### src/rtl/instr_register_pkg.sv
// Package shared by the instruction register and its execute stage.
// Holds the instruction word layout, the execute FSM state type, the
// divider step count and small helpers for sign/magnitude conversion.
package instr_register_pkg;

  typedef enum logic [3:0] {
    ZERO  = 4'd0,
    PASSA = 4'd1,
    PASSB = 4'd2,
    ADD   = 4'd3,
    SUB   = 4'd4,
    MULT  = 4'd5,
    DIV   = 4'd6,
    MOD   = 4'd7
  } opcode_t;

  typedef logic signed [31:0] operand_t;
  typedef logic        [4:0]  address_t;
  typedef logic signed [63:0] result_t;

  typedef struct packed {
    opcode_t  opc;
    operand_t op_a;
    operand_t op_b;
  } instruction_t;

  // Divider iterations; equals the operand width.
  localparam int unsigned DIV_STEPS = 32;

  typedef enum logic [2:0] {
    S_IDLE,
    S_FETCH,
    S_DIVIDE,
    S_OUTPUT,
    S_DONE
  } exec_state_t;

  // Unsigned magnitude of a signed operand; -2^31 maps to 2^31 exactly.
  function automatic logic [31:0] magnitude(input operand_t v);
    logic [31:0] u;
    u = v;
    return u[31] ? (~u + 32'd1) : u;
  endfunction

  // Zero-extend a 32-bit magnitude to 64 bits and negate when requested.
  function automatic result_t apply_sign(input logic [31:0] mag, input logic neg);
    logic [63:0] ext;
    ext = {32'b0, mag};
    return neg ? result_t'(~ext + 64'd1) : result_t'(ext);
  endfunction

endpackage

### src/rtl/instr_exec_unit_divider.sv
// iter_divider: signed restoring divider working on magnitudes.
// Ports:
//   clk, reset_n      clock, synchronous active-low reset
//   start             load a/b and begin (accepted only when not busy)
//   a, b              signed dividend / divisor (b must be non-zero)
//   busy              high while iterating
//   done              high during the last iteration cycle; quotient and
//                     remainder are valid in that same cycle
//   quotient          64-bit signed quotient, truncated toward zero
//   remainder         64-bit signed remainder, sign of a
module iter_divider
  import instr_register_pkg::*;
#(
  parameter int unsigned STEPS = 32
) (
  input  logic     clk,
  input  logic     reset_n,
  input  logic     start,
  input  operand_t a,
  input  operand_t b,
  output logic     busy,
  output logic     done,
  output result_t  quotient,
  output result_t  remainder
);

  localparam int unsigned CW = $clog2(STEPS + 1);

  logic          busy_q, busy_d;
  logic [CW-1:0] cnt_q, cnt_d;
  logic [31:0]   rem_q, rem_d;
  logic [31:0]   dq_q, dq_d;    // dividend shifts out of the top, quotient bits enter at the bottom
  logic [31:0]   dvs_q, dvs_d;
  logic          neg_quo_q, neg_quo_d;
  logic          neg_rem_q, neg_rem_d;

  logic [32:0]   shifted;
  logic          take;
  logic [31:0]   trial;
  logic [31:0]   rem_step;
  logic [31:0]   dq_step;

  // One restoring step. The partial remainder stays below the divisor
  // (<= 2^31), so 32-bit subtraction is exact whenever the step is taken.
  always_comb begin
    shifted  = {rem_q, dq_q[31]};
    take     = (shifted >= {1'b0, dvs_q});
    trial    = shifted[31:0] - dvs_q;
    rem_step = take ? trial : shifted[31:0];
    dq_step  = {dq_q[30:0], take};
  end

  always_comb begin
    busy_d    = busy_q;
    cnt_d     = cnt_q;
    rem_d     = rem_q;
    dq_d      = dq_q;
    dvs_d     = dvs_q;
    neg_quo_d = neg_quo_q;
    neg_rem_d = neg_rem_q;
    if (start && !busy_q) begin
      busy_d    = 1'b1;
      cnt_d     = CW'(STEPS);
      rem_d     = '0;
      dq_d      = magnitude(a);
      dvs_d     = magnitude(b);
      neg_quo_d = a[31] ^ b[31];
      neg_rem_d = a[31];
    end else if (busy_q) begin
      rem_d = rem_step;
      dq_d  = dq_step;
      cnt_d = cnt_q - CW'(1);
      if (cnt_q == CW'(1)) begin
        busy_d = 1'b0;
      end
    end
  end

  always_ff @(posedge clk) begin
    if (!reset_n) begin
      busy_q    <= 1'b0;
      cnt_q     <= '0;
      rem_q     <= '0;
      dq_q      <= '0;
      dvs_q     <= '0;
      neg_quo_q <= 1'b0;
      neg_rem_q <= 1'b0;
    end else begin
      busy_q    <= busy_d;
      cnt_q     <= cnt_d;
      rem_q     <= rem_d;
      dq_q      <= dq_d;
      dvs_q     <= dvs_d;
      neg_quo_q <= neg_quo_d;
      neg_rem_q <= neg_rem_d;
    end
  end

  // Final values come straight off the last step so the consumer can
  // register them on the same edge that completes the iteration.
  assign busy      = busy_q;
  assign done      = busy_q && (cnt_q == CW'(1));
  assign quotient  = apply_sign(dq_step, neg_quo_q);
  assign remainder = apply_sign(rem_step, neg_rem_q);

endmodule

### src/rtl/instr_exec_unit.sv
// instr_exec_unit: execute stage behind the instruction register.
// On start, walks count locations from start_addr via read_pointer,
// executes each instruction_word and offers {addr, opcode, result} on a
// valid/ready port. DIV/MOD with a non-zero divisor use iter_divider.
// Ports:
//   clk, reset_n        clock, synchronous active-low reset
//   start               run launch pulse (ignored while busy)
//   start_addr, count   first location and number of locations (0..32)
//   read_pointer        address into the instruction register
//   instruction_word    combinational read data for read_pointer
//   res_valid/res_ready result handshake
//   res_addr/res_opcode/res_data  result beat contents
//   busy                high from the cycle after start through the done cycle
//   done                one-cycle pulse after the last beat is accepted
module instr_exec_unit
  import instr_register_pkg::*;
(
  input  logic         clk,
  input  logic         reset_n,
  input  logic         start,
  input  address_t     start_addr,
  input  logic [5:0]   count,
  output address_t     read_pointer,
  input  instruction_t instruction_word,
  output logic         res_valid,
  input  logic         res_ready,
  output address_t     res_addr,
  output opcode_t      res_opcode,
  output result_t      res_data,
  output logic         busy,
  output logic         done
);

  exec_state_t state_q, state_d;
  address_t    read_pointer_q, read_pointer_d;
  logic [5:0]  remaining_q, remaining_d;
  logic        res_valid_q, res_valid_d;
  address_t    res_addr_q, res_addr_d;
  opcode_t     res_opcode_q, res_opcode_d;
  result_t     res_data_q, res_data_d;
  logic        busy_q, busy_d;
  logic        done_q, done_d;
  logic        is_mod_q, is_mod_d;

  operand_t    op_a, op_b;
  opcode_t     opc;
  result_t     alu_result;
  logic        needs_divider;

  logic        div_start, div_busy, div_done;
  result_t     div_quotient, div_remainder;

  assign opc  = instruction_word.opc;
  assign op_a = instruction_word.op_a;
  assign op_b = instruction_word.op_b;

  // Single-cycle results. DIV/MOD land here only with a zero divisor.
  always_comb begin
    alu_result = '0;
    case (opc)
      ZERO:    alu_result = '0;
      PASSA:   alu_result = result_t'(op_a);
      PASSB:   alu_result = result_t'(op_b);
      ADD:     alu_result = result_t'(op_a) + result_t'(op_b);
      SUB:     alu_result = result_t'(op_a) - result_t'(op_b);
      MULT:    alu_result = result_t'(op_a) * result_t'(op_b);
      default: alu_result = '0;
    endcase
  end

  assign needs_divider = ((opc == DIV) || (opc == MOD)) && (op_b != '0);

  iter_divider #(
    .STEPS(DIV_STEPS)
  ) u_div (
    .clk       (clk),
    .reset_n   (reset_n),
    .start     (div_start),
    .a         (op_a),
    .b         (op_b),
    .busy      (div_busy),
    .done      (div_done),
    .quotient  (div_quotient),
    .remainder (div_remainder)
  );

  always_comb begin
    state_d        = state_q;
    read_pointer_d = read_pointer_q;
    remaining_d    = remaining_q;
    res_valid_d    = res_valid_q;
    res_addr_d     = res_addr_q;
    res_opcode_d   = res_opcode_q;
    res_data_d     = res_data_q;
    is_mod_d       = is_mod_q;
    div_start      = 1'b0;

    case (state_q)
      S_IDLE: begin
        if (start) begin
          read_pointer_d = start_addr;
          remaining_d    = count;
          state_d        = (count == 6'd0) ? S_DONE : S_FETCH;
        end
      end
      S_FETCH: begin
        res_addr_d   = read_pointer_q;
        res_opcode_d = opc;
        if (needs_divider) begin
          // Wait for the divider to be free before handing it operands.
          if (!div_busy) begin
            div_start = 1'b1;
            is_mod_d  = (opc == MOD);
            state_d   = S_DIVIDE;
          end
        end else begin
          res_data_d  = alu_result;
          res_valid_d = 1'b1;
          state_d     = S_OUTPUT;
        end
      end
      S_DIVIDE: begin
        if (div_done) begin
          res_data_d  = is_mod_q ? div_remainder : div_quotient;
          res_valid_d = 1'b1;
          state_d     = S_OUTPUT;
        end
      end
      S_OUTPUT: begin
        if (res_ready) begin
          res_valid_d = 1'b0;
          remaining_d = remaining_q - 6'd1;
          if (remaining_q == 6'd1) begin
            state_d = S_DONE;
          end else begin
            read_pointer_d = read_pointer_q + 5'd1;
            state_d        = S_FETCH;
          end
        end
      end
      S_DONE: begin
        state_d = S_IDLE;
      end
      default: begin
        state_d = S_IDLE;
      end
    endcase

    // busy and done are registered views of the state being entered.
    busy_d = (state_d != S_IDLE);
    done_d = (state_d == S_DONE);
  end

  always_ff @(posedge clk) begin
    if (!reset_n) begin
      state_q        <= S_IDLE;
      read_pointer_q <= '0;
      remaining_q    <= '0;
      res_valid_q    <= 1'b0;
      res_addr_q     <= '0;
      res_opcode_q   <= ZERO;
      res_data_q     <= '0;
      busy_q         <= 1'b0;
      done_q         <= 1'b0;
      is_mod_q       <= 1'b0;
    end else begin
      state_q        <= state_d;
      read_pointer_q <= read_pointer_d;
      remaining_q    <= remaining_d;
      res_valid_q    <= res_valid_d;
      res_addr_q     <= res_addr_d;
      res_opcode_q   <= res_opcode_d;
      res_data_q     <= res_data_d;
      busy_q         <= busy_d;
      done_q         <= done_d;
      is_mod_q       <= is_mod_d;
    end
  end

  assign read_pointer = read_pointer_q;
  assign res_valid    = res_valid_q;
  assign res_addr     = res_addr_q;
  assign res_opcode   = res_opcode_q;
  assign res_data     = res_data_q;
  assign busy         = busy_q;
  assign done         = done_q;

endmodule

### config.mk
export PLATFORM = sky130hd
export DESIGN_NAME = instr_exec_unit
export DESIGN_NICKNAME = d
export VERILOG_FILES = /design/src/rtl/instr_register_pkg.sv /design/src/rtl/instr_exec_unit_divider.sv /design/src/rtl/instr_exec_unit.sv
export SDC_FILE = /design/constraint.sdc
export NUM_CORES = 2
export LEC_CHECK = 0
export CAP_MARGIN = 10
export CORE_MARGIN = 5
export CORE_UTILIZATION = 60
export CTS_CLUSTER_DIAMETER = 60
export DETAILED_ROUTE_END_ITERATION = 10
export PLACE_DENSITY = 0.75
export SYNTH_ARGS = -nofsm -noshare
export SYNTH_HDL_FRONTEND = slang
export SYNTH_SLANG_ARGS = --single-unit
export TNS_END_PERCENT = 100
### constraint.sdc
create_clock -name clk -period 13.4 [get_ports clk]
set_input_delay 4.02 -clock clk [delete_from_list [all_inputs] [get_ports clk]]
set_output_delay 4.02 -clock clk [all_outputs]
set_load 0.005 [all_outputs]
==> flow_summary.ini <==
[cts]
cts_buffer_depth = 2
holdBufCountCts = 0
clockRootBuffer = clkbuf_16
cts.clk_slew.worst_paths_ns = 0.08
cts_htree_levels = 4
cts_setup_buffers = 0
cts-buffers-inserted = 17
numClockSinks = 196
clk_latency_ns = 0.48
cts_resized = 0
cts_tree = yes

[floorplanning]
core.rowCount = 110
die_area_sq_um = 96200
num_io_pins = 164
die_x_um = 310
start_util_pct = 60.2
core_area_sq_um = 89700
die_h_um = 310

[detailed_routing]
via_per_inst = 6.22
drc = 0
routedWlPerCell_um = 23.7
drt_iter0_drc = 4926
vias = 46800
ant_nets = 0
wirelength_um = 178000
detail_route.first_pass.iterations = 10

[final_layout]
nFillCells = 7634
finalInstanceArea_sq_um = 57500
seq_area_sq_um = 3930
area_delta_synth_final_pct = 6.34
fin_nets = 7781
multiInputGateArea_sq_um = 44400
drive_gt1_share_pct = 4.67

[grt]
antenna_found_initial = 8
grt_pass1_vias = 48600
grt_usage_pct = 37.6
overflow = 0
grt_pass1_wl_um = 280000
grt_start_max_net_pins = 74

[job]
drv_cap = 0

[critical_path]
reg2reg_from = u_div.dvs_q[10]
reg2regPathDepth = 20
worst_setup_path_start_kind = input port
criticalPathCategory = in -> reg
cp-end-kind = register
r2r_end = res_data[63]
cp.arrival_ns = 12.98
regToRegSetupSlack_ns = 7.09
cp.required_ns = 13.76
crit_fanout = 19

[synthesis]
yosysMostFrequentCell = fa_1
synth_cells = 6376
syn_area_per_cell_sq_um = 8.48
ys_seq_elements = 196
synth_cell_types = 113
synth_area_leaders = fa_1 (40%), inv_1 (7.4%), dfxtp_1 (7.3%)
syn_nets = 7836
syn_area_sq_um = 54000
synth_common_cells = fa_1 (1085), inv_1 (1071), nand2_1 (717)
synth_warnings = 0
synth_edf_count = 0
synth-async-reset-ratio_pct = 0
synth_area_leader_cell = fa_1
ys.flop_type = dfxtp_1
seq_area_frac_synth_pct = 7.26
netlist.area_leader.share_pct = 40.2

[run_status]
status = completed

[sta]
hold_viol_final = 0
drv_slew = 0
timing.final.crit_share_pct = 94.2
grt_setup_unrepaired = false
period_minus_slack_ns = 12.62
finalClockSkew_ns = 0.0165
fin_tns_setup_ns = 0
setup_violations = 0
slew_headroom_pct = 30.0
fmax_mhz = 79.2
tightest_slew_ns = 1.05

[placed_design]
gp_congestion = 0.983
io_buffers = 163
place_area_sq_um = 56900
detailed_place_hpwl_um = 145000

[worst_hold_path]
hold_start = res_addr[1]
min_to = res_addr[1]
hold_class = reg -> reg
whs_path_depth = 2
-- critical path: stages --
cell	delay, ns
clkdlybuf4s50_1	1.07
buf_4	0.40
nand2_1	0.13
fa_1	0.61
fa_1	0.45
fa_1	0.50
inv_1	0.06
fa_1	0.54
ha_1	0.23
ha_1	0.27
inv_1	0.04
fa_1	0.47
inv_1	0.07
fa_1	0.48
ha_1	0.36
a2111oi_0	0.58
inv_1	0.12
o211ai_1	0.43
nand3_1	0.24
a21o_1	0.25
a21o_1	0.20
a211oi_1	0.28
xor2_1	0.51
o221ai_1	0.31
a21oi_1	0.27
a31oi_1	0.11
-- layout make-up --
| cell class | instances | share of cell area [%] |
|---|---|---|
| Timing Repair Buffer | 344 | 5.16 |
| Sequential cell | 196 | 6.83 |
| Multi-Input combinational cell | 4683 | 77.4 |
| Tap cell | 1176 | 2.56 |
| Clock inverter | 11 | 0.248 |
| Inverter | 1079 | 7.05 |
| Antenna cell | 2 | 0.00871 |
| Clock buffer | 21 | 0.784 |
-- kinds of logic (layout without fill, tap and decap cells) --
family	after synthesis	in the layout	share of synthesized area (%)
AND/OR/NAND/NOR	1949	1949	17.5
buffers and inverters	1497	1455	10.6
adder cells (fa/ha/maj)	1377	1377	47.0
AO/OA/AOI/OAI	1138	1138	14.1
flip-flops	196	196	7.26
XOR/XNOR	184	184	2.98
multiplexers	35	35	0.655
other	0	2	0
-- state kept, by name, indices dropped and copies added, names as in the netlist --
name,cells
state_q,3
remaining_q,6
u_div.cnt_q,6
done,1
res_opcode,4
u_div.busy,1
u_div.neg_rem_q,1
is_mod_q,1
res_addr,5
u_div.rem_q,32
u_div.dq_q,32
read_pointer,5
u_div.dvs_q,32
res_data,64
busy,1
u_div.neg_quo_q,1
res_valid,1
-- worst max-delay path by stage --
stage / start / end / slack [ns] / depth (start not counted)
after floorplan: instruction_word[63] / res_data[62] / 1.20 / 30
after global placement: instruction_word[2] / res_data[28] / 0.56 / 26
after detailed placement: instruction_word[2] / res_data[28] / 0.52 / 26
after CTS: instruction_word[2] / res_data[28] / 0.96 / 26
after global routing: instruction_word[5] / res_data[63] / 0.59 / 28
final: instruction_word[2] / res_data[28] / 0.78 / 26
-- layer usage --
metal	routed length, um	vias to the layer above	GRT usage [%]
met5	27	-	0
li1	-	20200	-
met2	81900	2526	60.8
met4	11600	4	19.1
met1	66600	23400	48.7
met3	17900	617	7.38
-- cell usage in the layout (no fill, tap or decap), drive strengths merged, types with 35 or more instances in the layout --
cell type / instances
nor3: 64
inv: 1079
fa: 1085
a21oi: 292
and2: 456
o21ai: 256
or3: 35
a211oi: 104
nor2: 402
xnor2: 111
clkdlybuf4s50: 148
dfxtp: 196
buf: 195
nand3: 59
a31oi: 47
o31ai: 39
xor2: 73
nand2: 718
ha: 292
a21o: 63
-- stage by stage --
step	utilization, %	hold slack [ns]	instances	setup WS, ns
5_1_grt	64.0	0.475	7512	0.589
3_5_place_dp	63.4	0.448	7478	0.519
2_1_floorplan	-	0.441	6376	1.20
3_3_place_gp	63.4	0.446	7478	0.557
6_report	64.0	0.462	7512	0.780
4_1_cts	64.0	0.458	7510	0.959
Power is not shown: default switching activity piles up to over one toggle a cycle in this logic, so the estimate is an artifact.
